### config.mk
export PLATFORM = sky130hd
export DESIGN_NAME = mse_batch_collector
export DESIGN_NICKNAME = d
export VERILOG_FILES = /design/src/rtl/mse_batch_collector_pkg.sv /design/src/rtl/mse_batch_collector_sq_err_acc.sv /design/src/rtl/mse_batch_collector.sv
export SDC_FILE = /design/constraint.sdc
export NUM_CORES = 2
export LEC_CHECK = 0
export CAP_MARGIN = 20
export CORE_MARGIN = 4
export CORE_UTILIZATION = 55
export CTS_CLUSTER_DIAMETER = 30
export DETAILED_ROUTE_END_ITERATION = 16
export PLACE_DENSITY = 0.72
export SYNTH_ARGS = -nofsm -noshare
export SYNTH_HDL_FRONTEND = slang
export SYNTH_SLANG_ARGS = --single-unit
### constraint.sdc
create_clock -name clk -period 8.3 [get_ports clk]
set_input_delay 0.83 -clock clk [delete_from_list [all_inputs] [get_ports clk]]
set_output_delay 0.83 -clock clk [all_outputs]
set_load 0.005 [all_outputs]
### src/rtl/mse_batch_collector_pkg.sv
// Shared types and width helpers for the MSE batch collector.
package mse_pkg;

  // Controller states; IDLE must stay at encoding zero so reset reads as idle.
  typedef enum logic [2:0] {
    IDLE   = 3'd0,
    SETTLE = 3'd1,
    ACCUM  = 3'd2,
    FLUSH  = 3'd3,
    DRAIN  = 3'd4
  } state_e;

  // Depth of the error pipeline behind the last accepted sample
  // (square stage plus accumulate stage).
  localparam int FLUSH_CYCLES = 2;

  // Exact width of a difference of two dw-bit signed values.
  function automatic int diff_wl(input int dw);
    return dw + 1;
  endfunction

  // Width holding the square of a diff_wl(dw)-bit value without loss.
  function automatic int sq_wl(input int dw);
    return 2 * dw + 2;
  endfunction

endpackage

### src/rtl/mse_batch_collector_sq_err_acc.sv
// One candidate's error path: diff -> square -> saturating accumulate.
module sq_err_acc
  import mse_pkg::*;
#(
  parameter int DATA_WL = 12,
  parameter int ACC_WL  = 64
) (
  input  logic               clk,
  input  logic               rstn,
  input  logic               clear,
  input  logic               in_valid,
  input  logic [DATA_WL-1:0] data_in,
  input  logic [DATA_WL-1:0] data_ref,
  output logic [ACC_WL-1:0]  acc
);

  localparam int DIFF_WL = diff_wl(DATA_WL);
  localparam int SQ_WL   = sq_wl(DATA_WL);
  // One spare bit above the wider operand catches any carry past ACC_WL.
  localparam int SUM_WL  = ((ACC_WL > SQ_WL) ? ACC_WL : SQ_WL) + 1;

  logic signed [DIFF_WL-1:0] diff_q, diff_d;
  logic                      v1_q, v1_d;
  logic [SQ_WL-1:0]          sq_q, sq_d;
  logic                      v2_q, v2_d;
  logic [ACC_WL-1:0]         acc_q, acc_d;

  logic signed [SQ_WL-1:0]   diff_ext;
  logic signed [SQ_WL-1:0]   prod;
  logic [SUM_WL-1:0]         sum;

  // Next-state of all three stages; clear wins over everything in flight.
  always_comb begin
    diff_d   = $signed({data_in[DATA_WL-1], data_in}) -
               $signed({data_ref[DATA_WL-1], data_ref});
    v1_d     = in_valid;
    diff_ext = SQ_WL'(diff_q);
    prod     = diff_ext * diff_ext;
    sq_d     = $unsigned(prod);
    v2_d     = v1_q;
    sum      = SUM_WL'(acc_q) + SUM_WL'(sq_q);
    acc_d    = acc_q;
    if (v2_q) begin
      // Once at full scale the sum keeps overflowing, so the value sticks.
      acc_d = (|sum[SUM_WL-1:ACC_WL]) ? '1 : sum[ACC_WL-1:0];
    end
    if (clear) begin
      v1_d  = 1'b0;
      v2_d  = 1'b0;
      acc_d = '0;
    end
  end

  // Pipeline and accumulator registers.
  always_ff @(posedge clk or negedge rstn) begin
    if (!rstn) begin
      diff_q <= '0;
      v1_q   <= 1'b0;
      sq_q   <= '0;
      v2_q   <= 1'b0;
      acc_q  <= '0;
    end else begin
      diff_q <= diff_d;
      v1_q   <= v1_d;
      sq_q   <= sq_d;
      v2_q   <= v2_d;
      acc_q  <= acc_d;
    end
  end

  assign acc = acc_q;

endmodule

### src/rtl/mse_batch_collector.sv
// Multi-candidate MSE collector: settles, accumulates a batch of squared
// errors per candidate, then hands out one mean per candidate.
//
// Result handshake: a result transfers on a rising edge where res_valid and
// res_ready are both high. While res_valid is high and res_ready is low,
// res_data and res_idx hold. res_valid never drops without a transfer except
// on abort or reset.
module mse_batch_collector
  import mse_pkg::*;
#(
  parameter int NUM_CAND    = 4,
  parameter int DATA_WL     = 12,
  parameter int ACC_WL      = 64,
  parameter int NUM_SAMPLES = 1024,
  parameter int SKIP        = 32
) (
  input  logic               clk,
  input  logic               rstn,
  input  logic               start,
  input  logic               abort,
  input  logic               in_valid,
  input  logic [DATA_WL-1:0] data_in [NUM_CAND],
  input  logic [DATA_WL-1:0] data_ref,
  output logic [ACC_WL-1:0]  res_data,
  output logic [((NUM_CAND > 1) ? $clog2(NUM_CAND) : 1)-1:0] res_idx,
  output logic               res_valid,
  input  logic               res_ready,
  output logic               busy,
  output logic               done,
  output logic [2:0]         dbg_state
);

  localparam int IDX_WL  = (NUM_CAND > 1) ? $clog2(NUM_CAND) : 1;
  localparam int LOG2_NS = $clog2(NUM_SAMPLES);
  localparam int CNT_WL  = $clog2(NUM_SAMPLES + SKIP + FLUSH_CYCLES);

  localparam logic [CNT_WL-1:0] SKIP_LAST  = CNT_WL'((SKIP > 0) ? SKIP - 1 : 0);
  localparam logic [CNT_WL-1:0] NS_LAST    = CNT_WL'(NUM_SAMPLES - 1);
  localparam logic [CNT_WL-1:0] FLUSH_LAST = CNT_WL'(FLUSH_CYCLES - 1);
  localparam logic [IDX_WL-1:0] IDX_LAST   = IDX_WL'(NUM_CAND - 1);

  state_e              state_q, state_d;
  logic [CNT_WL-1:0]   cnt_q, cnt_d;
  logic [IDX_WL-1:0]   idx_q, idx_d;
  logic                done_q, done_d;
  logic                clear;
  logic                feed;
  logic [ACC_WL-1:0]   acc_all [NUM_CAND];

  // Next-state, counters and pipeline control; abort overrides all else.
  always_comb begin
    state_d = state_q;
    cnt_d   = cnt_q;
    idx_d   = idx_q;
    done_d  = 1'b0;
    clear   = 1'b0;
    feed    = 1'b0;
    if (abort) begin
      state_d = IDLE;
      cnt_d   = '0;
      idx_d   = '0;
    end else begin
      case (state_q)
        IDLE: begin
          if (start) begin
            clear   = 1'b1;
            cnt_d   = '0;
            idx_d   = '0;
            state_d = (SKIP == 0) ? ACCUM : SETTLE;
          end
        end
        SETTLE: begin
          if (in_valid) begin
            if (cnt_q == SKIP_LAST) begin
              cnt_d   = '0;
              state_d = ACCUM;
            end else begin
              cnt_d = cnt_q + CNT_WL'(1);
            end
          end
        end
        ACCUM: begin
          if (in_valid) begin
            feed = 1'b1;
            if (cnt_q == NS_LAST) begin
              cnt_d   = '0;
              state_d = FLUSH;
            end else begin
              cnt_d = cnt_q + CNT_WL'(1);
            end
          end
        end
        FLUSH: begin
          if (cnt_q == FLUSH_LAST) begin
            cnt_d   = '0;
            state_d = DRAIN;
          end else begin
            cnt_d = cnt_q + CNT_WL'(1);
          end
        end
        DRAIN: begin
          if (res_ready) begin
            if (idx_q == IDX_LAST) begin
              idx_d   = '0;
              done_d  = 1'b1;
              state_d = IDLE;
            end else begin
              idx_d = idx_q + IDX_WL'(1);
            end
          end
        end
        default: state_d = IDLE;
      endcase
    end
  end

  // Controller registers.
  always_ff @(posedge clk or negedge rstn) begin
    if (!rstn) begin
      state_q <= IDLE;
      cnt_q   <= '0;
      idx_q   <= '0;
      done_q  <= 1'b0;
    end else begin
      state_q <= state_d;
      cnt_q   <= cnt_d;
      idx_q   <= idx_d;
      done_q  <= done_d;
    end
  end

  for (genvar g = 0; g < NUM_CAND; g++) begin : g_cand
    sq_err_acc #(
      .DATA_WL (DATA_WL),
      .ACC_WL  (ACC_WL)
    ) u_acc (
      .clk      (clk),
      .rstn     (rstn),
      .clear    (clear),
      .in_valid (feed),
      .data_in  (data_in[g]),
      .data_ref (data_ref),
      .acc      (acc_all[g])
    );
  end

  // Result mux: mean of the selected candidate, zero outside DRAIN.
  always_comb begin
    res_data = '0;
    if (state_q == DRAIN) begin
      res_data = acc_all[idx_q] >> LOG2_NS;
    end
  end

  assign res_idx   = idx_q;
  assign res_valid = (state_q == DRAIN);
  assign busy      = (state_q != IDLE);
  assign done      = done_q;
  assign dbg_state = state_q;

endmodule

* Word-level counts from Yosys, hierarchy flattened
Cells that the tools add are included.
** Word-level totals
- Bits in registers :: 431
- Bits of input ports :: 66
- Output and inout port bits :: 72
- Logic and storage cells :: 109
** Operators by class
- $add $sub $neg :: 10
- Multipliers :: 4
- $lt $le $gt $ge :: 1
- Equal/unequal tests :: 16
- Multiplexer cells :: 51
- Bitwise gates (word level) :: 1
- Reduce and logical (&&, ||, !) cells :: 8
** Operators by type and width (count)
- 64-bit 2-to-1 mux :: 14
- 64-bit by 26-bit adder with 65-bit output :: 4
- 64-bit binary-select mux with 2-bit select :: 1
- 13-bit by 13-bit multiplier with 26-bit output :: 4
- 11-bit 2-to-1 mux :: 7
- 54-bit 2-to-1 mux :: 1
- 12-bit by 12-bit subtractor with 13-bit output :: 4
- 11-bit case mux with 4 select lines :: 1
- 3-bit 2-to-1 mux :: 9
- 3-bit inequality test, second input constant :: 6
- 3-bit case mux with 5 select lines :: 1
- 1-bit 2-to-1 mux :: 12
- 11-bit by 1-bit adder with 11-bit output, second input constant :: 1
- 11-bit by 1-bit == test with 1-bit output, second input constant :: 1
- 11-bit by 10-bit == test with 1-bit output, second input constant :: 1
- 11-bit by 5-bit == test with 1-bit output, second input constant :: 1
- 2-bit 2-to-1 mux :: 4
- 8-bit AND reduction :: 1
- 3-bit by 2-bit == test with 1-bit output, second input constant :: 2
- 3-bit by 2-bit inequality test with 1-bit output, second input constant :: 2
- 3-bit nonzero test :: 2
- 5-bit nonzero test :: 1
- 2-bit case mux with 2 select lines :: 1
- 4-bit AND reduction :: 1
- 9 further kinds :: 9

* Depth between registers and ports, before layout
- Word-level depth :: 5
- Mapped depth :: 24
- Mapped depth without buffers :: 22

* Hierarchy
From an unflattened synthesis, not the netlist that was laid out.
** Second synthesis, totals
- Cells, all modules :: 5524
- Area, all modules :: 51230.4 µm²
** Modules (own cells, without submodules)
- sq_err_acc (g_cand[0].u_acc) :: times used 1, cells each 1317, area each 12264.3 µm², sequential area each 2602.5 µm²
- sq_err_acc (g_cand[3].u_acc) :: times used 1, cells each 1338, area each 12126.6 µm², sequential area each 2602.5 µm²
- sq_err_acc (g_cand[2].u_acc) :: times used 1, cells each 1288, area each 12072.8 µm², sequential area each 2602.5 µm²
- sq_err_acc (g_cand[1].u_acc) :: times used 1, cells each 1313, area each 11949.0 µm², sequential area each 2602.5 µm²
- mse_batch_collector :: times used 1, cells each 268, area each 2817.7 µm², sequential area each 425.4 µm²

* Least setup slack after synthesis
OpenSTA, ideal clock, no wires.
- Kind :: register to register
- Start point :: register g_cand[2].u_acc.diff_q[3]
- End point :: register g_cand[2].u_acc.sq_q[24]
- Setup time :: 80 ps
- Data arrival time :: 6012 ps
- Required time :: 8220 ps
- Path slack :: 2208 ps
- Cell stages (with the launch flop) :: 22
- Buffers on the path :: 1
- Period minus slack after synthesis :: 6092 ps
- Cells stage by stage :: dfrtp_1 -> clkbuf_1 -> nand2_1 -> fa_1 -> fa_1 -> inv_1 -> fa_1 -> fa_1 -> inv_1 -> fa_1 -> inv_1 -> fa_1 -> ha_1 -> a21o_1 -> a21oi_1 -> a21boi_0 -> o21ai_1 -> a41o_1 -> o41a_1 -> a41o_1 -> o41ai_1 -> xnor2_1
** On the way
- Cells in the longest elaborated chain, start to end :: 1
** RTL lines
- start, declared :: RTL line mse_batch_collector_sq_err_acc.sv:22 : logic signed [DIFF_WL-1:0] diff_q, diff_d;
- start signal, assigned :: RTL line mse_batch_collector_sq_err_acc.sv:63 : diff_q <= diff_d;
- 13-bit by 13-bit multiplier with 26-bit output :: RTL line mse_batch_collector_sq_err_acc.sv:38 : prod = diff_ext * diff_ext;
- named net g_cand[2].u_acc.prod[24] :: RTL line mse_batch_collector_sq_err_acc.sv:29 : logic signed [SQ_WL-1:0] prod;
- end signal, assigned :: RTL line mse_batch_collector_sq_err_acc.sv:65 : sq_q <= sq_d;
- end, declared :: RTL line mse_batch_collector_sq_err_acc.sv:24 : logic [SQ_WL-1:0] sq_q, sq_d;
The timed path passes the listed nets, and every way through them passes these cells.
A chain may end at the register's enable or synchronous reset.

* Worst setup path after layout
- Start point :: register g_cand[2].u_acc.diff_q[2]
- End point :: register g_cand[2].u_acc.sq_q[24]
The elaborated chain is that of the path after synthesis.

==> flow_summary.json <==
{
  "antenna_found_initial": 3,
  "grt_usage": 0.2706,
  "critPathKind": "reg -> reg",
  "holdBufCountCts": 0,
  "finalSetupTns_ns": 0,
  "tightest_slew_ns": 1.165,
  "grt-ovfl-total": 0,
  "syn_to_final_growth_pct": 12.83,
  "cp-start-kind": "flip-flop",
  "drtIter0Drc": 2768,
  "n_antenna_cell": 0,
  "grt_max_degree": 188,
  "postCtsResizedCells": 0,
  "layout_commonest_cell": "inv_1",
  "cts_sinks": 427,
  "drtPass1Iterations": 5,
  "reg2reg_slack_ns": 1.88,
  "postCtsSetupRepairBufs": 0,
  "status": "complete, no violations",
  "synthArstFlopShare": 1.000,
  "path_depth": 19,
  "cts-root-buf": "clkbuf_16",
  "syn_area_per_cell_um2": 9.500,
  "clk_latency_ns": 0.70,
  "r2r_cells": 19,
  "initial_core_util": 0.5585,
  "syn_area_um2": 48750,
  "htreeDepth": 3,
  "nFillCells": 7141,
  "drc": 0,
  "dieArea_um2": 93470,
  "critPathMaxFanout": 15,
  "viasPerCell": 5.850,
  "place_hpwl_um": 96730,
  "wl_per_cell_um": 19.52,
  "io_buffers": 127,
  "final_antenna_net_count": 0,
  "io_pins": 138,
  "grt_first_pass_wirelength_um": 204500,
  "max_stage_delay_ns": 0.63,
  "relSlewSlack": 0.2234,
  "seqCellArea_um2": 10700,
  "cts_buffer_depth": 3,
  "gp_congestion": 0.9551,
  "die_h_um": 305.7,
  "path_clk_slew_ns": 0.05,
  "fin_nets": 6284,
  "yosysUniqueCellTypes": 101,
  "drive_above_1_share": 0.06796,
  "cp_common_cell": "fa_1",
  "cap_violations": 0,
  "crit_family": "adder cells",
  "totalWireLength_um": 125900,
  "period_needed_ns": 6.415,
  "skew_ns": 0.07689,
  "ys_warn_count": 0,
  "cp.required_ns": 8.92,
  "cts_buffers": 109,
  "critical_path_buf_inv_count": 2,
  "die_width_um": 305.7,
  "hold_class": "in -> async",
  "drv_slew": 0,
  "core_um2": 87290,
  "synth_cells": 5132,
  "worstSetupEndpointType": "flip-flop",
  "layout_common_cells": "inv_1 (826), fa_1 (577), ha_1 (440)",
  "synthFlopType": "dfrtp_1",
  "synth-edff-count": 0,
  "r2r_end": "g_cand[2].u_acc.sq_q[24]$_DFF_PN0_",
  "cts_tree": "yes",
  "cp.arrival_ns": 7.04,
  "setup_viol": 0,
  "hold_viol": 0,
  "r2r-start": "g_cand[2].u_acc.diff_q[2]$_DFF_PN0_",
  "placementRows": 108,
  "ys_ff_latch": 427,
  "worstPathCellList": "and2_1, inv_1, fa_1, fa_1, fa_1, fa_1, fa_1, inv_1, fa_1, ha_1, a21o_1, a21oi_1, a21boi_0, o21ai_1, a41o_1, o41a_1, a41o_1, o41ai_1, xnor2_1",
  "synth_seq_area_share": 0.2192,
  "first_global_vias": 38099,
  "final.period_utilization": 0.7729,
  "fmax_ghz": 0.1559,
  "vias": 37746,
  "worst_path_max_delay_cell": "dfrtp_1",
  "multiInputGateArea_um2": 34200,
  "rsz0062_at_grt": "no"
}
==> synth_stat cells (all sizes together), types with 14 or more instances <==
cell | n | area, um^2
and3 | 137 | 878.3
or3 | 14 | 92.59
nor2 | 239 | 902.1
nor4 | 14 | 115.1
nand2 | 373 | 1416
nor3 | 87 | 450.4
a211oi | 60 | 510.5
xor2 | 76 | 665.6
a31oi | 126 | 788.3
buf | 38 | 221.5
dfrtp | 427 | 10690
a41oi | 19 | 166.4
nor2b | 67 | 419.2
o31ai | 19 | 147.6
inv | 826 | 3100
a21oi | 258 | 1299
o21ai | 249 | 1246
nand3 | 75 | 380.4
and4 | 27 | 239.0
xnor2 | 173 | 1515
ha | 440 | 5505
a21o | 81 | 608.1
nand4 | 43 | 284.0
mux4 | 54 | 1216
o41ai | 15 | 131.4
o21bai | 25 | 187.7
fa | 577 | 11550
a311oi | 28 | 257.8
nand2b | 29 | 181.4
o211ai | 18 | 153.9
a21boi | 22 | 165.2
o21a | 31 | 232.7
clkbuf | 164 | 615.6
and2 | 139 | 872.1
==> routing by layer <==
layer | vias to the layer above | global-route usage | routed length [um] | share of wire
met2 | 1340 | 0.4323 | 58380 | 0.46
met3 | 253 | 0.04092 | 8778 | 0.070
li1 | 17488 | - | - | -
met1 | 18663 | 0.3789 | 54070 | 0.43
met4 | 2 | 0.09757 | 4679 | 0.037
met5 | - | 0 | 12 | 0.000095
==> area by class of cell <==
| class | count | share of cell area |
|---|---|---|
| Multi-Input combinational cell | 3686 | 0.6217 |
| Sequential cell | 427 | 0.1944 |
| Inverter | 826 | 0.05636 |
| Clock buffer | 132 | 0.05334 |
| Timing Repair Buffer | 151 | 0.02716 |
| Tap cell | 1155 | 0.02627 |
| Clock inverter | 75 | 0.02077 |
==> metrics by stage <==
step / utilization / hold slack, ns / cells / cell area, um^2 / setup WS (ns)
5_1_grt: 0.6302 / 0.2245 / 6452 / 55010 / 1.425
3_3_place_gp: 0.5832 / 0.4387 / 6244 / 50910 / 1.934
4_1_cts: 0.6299 / 0.1756 / 6451 / 54990 / 1.849
3_5_place_dp: 0.5832 / 0.4471 / 6244 / 50910 / 1.806
6_report: 0.6302 / 0.1526 / 6452 / 55010 / 1.885
2_1_floorplan: - / 0.4046 / 5141 / 48790 / 2.208
==> how the worst max path moves through the flow <==
| stage | start | to | slack [ns] |
|---|---|---|---|
| 6_report | g_cand[2].u_acc.diff_q[2]$_DFF_PN0_ | g_cand[2].u_acc.sq_q[24]$_DFF_PN0_ | 1.88 |
| 5_1_grt | g_cand[2].u_acc.diff_q[3]$_DFF_PN0_ | g_cand[2].u_acc.sq_q[24]$_DFF_PN0_ | 1.43 |
| 3_3_place_gp | g_cand[2].u_acc.diff_q[3]$_DFF_PN0_ | g_cand[2].u_acc.sq_q[24]$_DFF_PN0_ | 1.93 |
| 3_5_place_dp | g_cand[2].u_acc.diff_q[3]$_DFF_PN0_ | g_cand[2].u_acc.sq_q[24]$_DFF_PN0_ | 1.81 |
| 2_1_floorplan | g_cand[2].u_acc.diff_q[3]$_DFF_PN0_ | g_cand[2].u_acc.sq_q[24]$_DFF_PN0_ | 2.21 |
| 4_1_cts | g_cand[2].u_acc.diff_q[3]$_DFF_PN0_ | g_cand[2].u_acc.sq_q[24]$_DFF_PN0_ | 1.85 |
==> flip-flops by register name, summed over array words and instances (netlist names) <==
signal / count
cnt_q: 11
g_cand.u_acc.v1_q: 1
done: 1
g_cand.u_acc.acc: 256
g_cand.u_acc.v2_q: 1
dbg_state: 3
res_idx: 2
g_cand.u_acc.sq_q: 100
g_cand.u_acc.diff_q: 52
==> logic make-up (layout without fill, tap and decap cells) <==
| family | Yosys count | count (layout) | share of synthesized area |
|---|---|---|---|
| mux | 67 | 67 | 0.02769 |
| simple gates | 1291 | 1291 | 0.1358 |
| compound gates | 1052 | 1052 | 0.1420 |
| other cells | 1 | 10 | 0.00007692 |
| flops | 427 | 427 | 0.2192 |
| xor+xnor | 249 | 249 | 0.04473 |
| fa+ha+maj | 1017 | 1017 | 0.3498 |
| buf+inv | 1028 | 1184 | 0.08076 |
Power is left out: the tool's default activity adds up to more than one toggle a clock period on the data nets, which glitch-free logic cannot reach.
